[config.mk]
export PLATFORM = sky130hd
export DESIGN_NAME = mult_share_arbiter
export DESIGN_NICKNAME = d
export VERILOG_FILES = /design/src/rtl/mult_share_arbiter.sv
export SDC_FILE = /design/constraint.sdc
export NUM_CORES = 1
export LEC_CHECK = 0
export CAP_MARGIN = 20
export CORE_UTILIZATION = 45
export CTS_CLUSTER_SIZE = 28
export DETAILED_ROUTE_END_ITERATION = 12
export GPL_TIMING_DRIVEN = 0
export PLACE_DENSITY_LB_ADDON = 0.12
export SYNTH_ARGS = -nofsm -noshare
export SYNTH_HDL_FRONTEND = slang
export SYNTH_SLANG_ARGS = --single-unit
[constraint.sdc]
create_clock -name clk -period 2.9 [get_ports clk]
set_input_delay 0.435 -clock clk [delete_from_list [all_inputs] [get_ports clk]]
set_output_delay 0.435 -clock clk [all_outputs]
set_load 0.02 [all_outputs]
[src/rtl/mult_share_arbiter.sv]
// Round-robin front end sharing one iterative shift-add multiplier between two
// requesters; the product returns on a valid/ready channel tagged with the owner id.
module mult_share_arbiter #(
    parameter int N  = 4,
    parameter int CW = 3
) (
    input  logic           clk,
    input  logic           rst_n,
    input  logic           req0_valid,
    input  logic [N-1:0]   req0_a,
    input  logic [N-1:0]   req0_b,
    output logic           req0_ready,
    input  logic           req1_valid,
    input  logic [N-1:0]   req1_a,
    input  logic [N-1:0]   req1_b,
    output logic           req1_ready,
    output logic           res_valid,
    output logic [2*N-1:0] res_z,
    output logic           res_id,
    input  logic           res_ready,
    output logic           busy
);

    typedef enum logic [1:0] {IDLE, BUSY, DONE} state_t;

    state_t         state, state_nxt;
    logic [2*N-1:0] acc, a_reg;
    logic [N-1:0]   b_reg;
    logic [CW-1:0]  cnt;
    logic           last_id;
    logic           gnt, accept;

    // Grant is only meaningful in IDLE; readies are gated by state below.
    always_comb begin
        gnt        = 1'b0;
        req0_ready = 1'b0;
        req1_ready = 1'b0;
        if (req0_valid && req1_valid) gnt = ~last_id;
        else if (req1_valid)          gnt = 1'b1;
        if (state == IDLE) begin
            req0_ready = req0_valid && !gnt;
            req1_ready = req1_valid &&  gnt;
        end
    end

    assign accept = req0_ready | req1_ready;

    always_comb begin
        state_nxt = state;
        case (state)
            IDLE:    if (accept) state_nxt = BUSY;
            BUSY:    if (cnt == CW'(N-1)) state_nxt = DONE;
            DONE:    if (res_ready) state_nxt = IDLE;
            default: state_nxt = IDLE;
        endcase
    end

    always_ff @(posedge clk or negedge rst_n) begin
        if (!rst_n) begin
            state     <= IDLE;
            acc       <= '0;
            a_reg     <= '0;
            b_reg     <= '0;
            cnt       <= '0;
            res_id    <= 1'b0;
            res_valid <= 1'b0;
            last_id   <= 1'b1;
        end else begin
            state <= state_nxt;
            case (state)
                IDLE: if (accept) begin
                    a_reg   <= {{N{1'b0}}, (gnt ? req1_a : req0_a)};
                    b_reg   <= gnt ? req1_b : req0_b;
                    acc     <= '0;
                    cnt     <= '0;
                    res_id  <= gnt;
                    last_id <= gnt;
                end
                BUSY: begin
                    // One multiplier bit per clock: conditional add, then shift.
                    if (b_reg[0]) acc <= acc + a_reg;
                    a_reg <= a_reg << 1;
                    b_reg <= b_reg >> 1;
                    cnt   <= cnt + CW'(1);
                    if (cnt == CW'(N-1)) res_valid <= 1'b1;
                end
                DONE: if (res_ready) res_valid <= 1'b0;
                default: ;
            endcase
        end
    end

    assign res_z = acc;
    assign busy  = (state != IDLE);

endmodule

==> impl_metrics.py <==
metrics = {
    "power": {
        "total_power_uw": 1786,
        "powerDensity_nw_per_um2": 913.1,
        "leakagePower_uw": 0.0008816,
        "irDropWorstVdd_mv": 0.5499,
    },
    "synth": {
        "synth.distinct_cells": 31,
        "postSynthAreaPerCell_sq_um": 9.659,
        "commonest_cells_in_the_netlist": "27 x dfrtp_1, 21 x nand2_1, 19 x o21ai_0",
        "ys_ff_latch": 28,
        "ys_async_sr_fraction_pct": 100.0,
        "yosys_warnings": 0,
        "most_instantiated_library_cell_after_synthesis": "dfrtp_1",
        "synthTopCellsByArea": "dfrtp_1 45%, ha_1 7.4%, o21ai_0 6.3%",
        "cell_count_after_synthesis": 157,
        "synth_ff_type": "dfrtp_1",
        "syn_area_sq_um": 1516,
        "synth_fp_nets": 188,
        "synth-edff-count": 0,
        "most_area_hungry_cell_type_in_the_yosys_netlist": "dfrtp_1",
        "yosysSeqAreaShare_pct": 46.29,
        "netlist.area_leader.share_pct": 44.55,
    },
    "clock_network": {
        "cts_resized": 0,
        "number_of_buffers_added_for_setup_after_cts": 0,
        "clkSlewWorstSetupHoldPaths_ns": 0.16,
        "cts_buffer_depth": 2,
        "clock_tree.root_cell": "clkbuf_4",
        "holdBufCountCts": 0,
        "cts_sinks": 28,
        "cts-htree-levels": 1,
        "clk_latency_ns": 0.32,
        "cts_tree": "yes",
        "numCtsBuffers": 3,
    },
    "layout": {
        "synthToLayoutAreaGrowth_pct": 28.96,
        "antennaDiodeCount": 0,
        "layout.filler_cells": 291,
        "nNetsFinal": 227,
        "finalCoreUtilization_pct": 62.52,
        "post_route_cells_drive_above_1_share_pct": 3.077,
        "final_cells": 239,
    },
    "global_routing": {
        "grt_util_all_layers_pct": 19.62,
        "antenna_found_initial": 0,
        "grt_first_pass_wirelength_um": 5319,
        "via_count_of_the_first_global_routing_pass": 1237,
        "grt_max_degree": 21,
        "remaining_global_route_overflow": 0,
    },
    "die": {
        "die_width_um": 60.05,
        "core_area_sq_um": 3128,
        "ioPinCount": 34,
        "starting_density_of_the_core_pct": 48.48,
        "die_y_um": 60.05,
        "floorplan.die_area_sq_um": 3606,
        "rows": 20,
    },
    "route": {
        "drt_first_iter_violations": 67,
        "drc": 0,
        "postRouteWirelength_um": 3117,
        "detail_route.vias_per_cell": 5.460,
        "detailedRoute.firstPassIterationCount": 4,
        "vias": 1305,
        "wire_per_inst_um": 13.04,
        "antenna_left": 0,
    },
    "job": {
        "max_cap_violations": 0,
    },
    "place": {
        "place_congestion": 0.8095,
        "dp.final_hpwl_um": 2426,
        "placed_cells": 235,
        "port_buffer_count": 33,
    },
    "run_status": {
        "outcome": "complete, no violations",
    },
    "timing": {
        "hold_slack_ns": 0.4348,
        "worstMarginPinSlew_ns": 0.5369,
        "setup-tns-final_ns": 0,
        "worst_slew_margin_rel_pct": 64.09,
        "max_freq_ghz": 0.3776,
        "slew_violations": 0,
        "setup_viol_count_final": 0,
        "grt_setup_unrepaired": "false",
        "hold_violations": 0,
        "clock_skew_ns": 0.006752,
        "min_period_over_period_pct": 91.31,
        "final_period_minus_worst_setup_slack_ns": 2.648,
    },
    "worst_setup_path": {
        "timing.critical_path.fanout_max": 10,
        "timing_worst_setup_path_type": "in2out",
        "crit_path_top_delay_cell": "clkdlybuf4s50_1",
        "cp_data_arrival_time_ns": 2.21,
        "worst_path_max_stage_delay_ns": 0.61,
        "crit_path_frequent_cell": "clkdlybuf4s50_1",
        "r2r_start": "res_z[0]$_DFFE_PN0P_",
        "worst-r2r-cell-count": 7,
        "category_of_the_worst_setup_path_capture_point": "output port",
        "critPathLaunchType": "primary input",
        "crit_chain": "clkdlybuf4s50_1 > a21boi_0 > buf_2 > and2_1 > clkdlybuf4s50_1",
        "reg2reg_setup_slack_ns": 0.62,
        "r2r-end": "res_z[6]$_DFFE_PN0P_",
        "critical_path_required_time_ns": 2.47,
    },
    "worst_hold_path": {
        "worst_hold_path_type": "in2async",
    },
}
final cells by class:
class                      instances  area, sq um  share of cell area [%]
multi-input combinational        121        783.3                   40.05
tap                               44        55.05                   2.815
clock buffer                       4        26.28                   1.344
sequential                        28        701.9                   35.89
buffer                             5        20.02                   1.024
inverter                           3        11.26                  0.5758
timing repair buffer              34        357.8                   18.30
worst max-delay path by stage:
stage,from,to,slack (ns),cells past startpoint
detailed placement,req1_valid,req1_ready,0.24,5
CTS,req1_valid,req1_ready,0.23,5
global route,req1_valid,req1_ready,0.14,5
finish,req1_valid,req1_ready,0.25,5
global placement,req1_valid,req1_ready,0.26,5
floorplan,res_z[0]$_DFFE_PN0P_,res_z[6]$_DFFE_PN0P_,0.75,7
cell usage in the layout (no fill, tap or decap), types with 2 or more instances in the layout:
cell type	instances
nor4b_1	2
or3_1	2
nand2_1	21
a21o_1	5
xnor2_1	4
ha_1	9
nor2_1	11
clkdlybuf4s50_1	33
o21ai_0	19
and2_1	2
inv_1	3
a22o_1	5
nand3_1	5
a21oi_1	12
clkbuf_4	3
a32o_1	2
mux2i_1	8
nor2b_1	2
nand2b_1	2
clkbuf_1	5
dfrtp_1	27
metrics by stage:
stage / area (sq um) / setup slack [ns]
after floorplan: 1516 / 0.7489
after global placement: 1902 / 0.2609
after detailed placement: 1929 / 0.2391
after CTS: 1956 / 0.2267
after global routing: 1956 / 0.1448
final: 1956 / 0.2520
worst max-delay path: cells and delay by family:
family                 cells  cell delay (ns)
AOI/OAI and AO/OA          1             0.18
and+or+nand+nor            1             0.19
buffers and inverters      3             1.41
power by group:
part	switching, uW	internal [uW]	total (uW)
logic	501	422	923
registers	139	552	691
clock network	118	53.8	172
routing by layer:
| layer | track usage [%] | up-vias | part of all wire, % |
|---|---|---|---|
| met3 | 2.597 | 4 | 2.3 |
| met1 | 25.48 | 638 | 44 |
| met2 | 33.81 | 21 | 52 |
| met4 | 5.980 | 0 | 1.2 |
| met5 | 0 | - | 0 |
| li1 | - | 642 | - |
cells by family after synthesis:
group | Yosys count | share of synthesized area, %
XOR/XNOR | 4 | 2.310
multiplexers | 8 | 5.281
AND/OR/NAND/NOR | 51 | 15.92
buffers and inverters | 8 | 2.062
flip-flops | 28 | 46.29
AO/OA/AOI/OAI | 48 | 19.39
adder cells (fa/ha/maj) | 10 | 8.746
(Power assumes the default switching activity.)
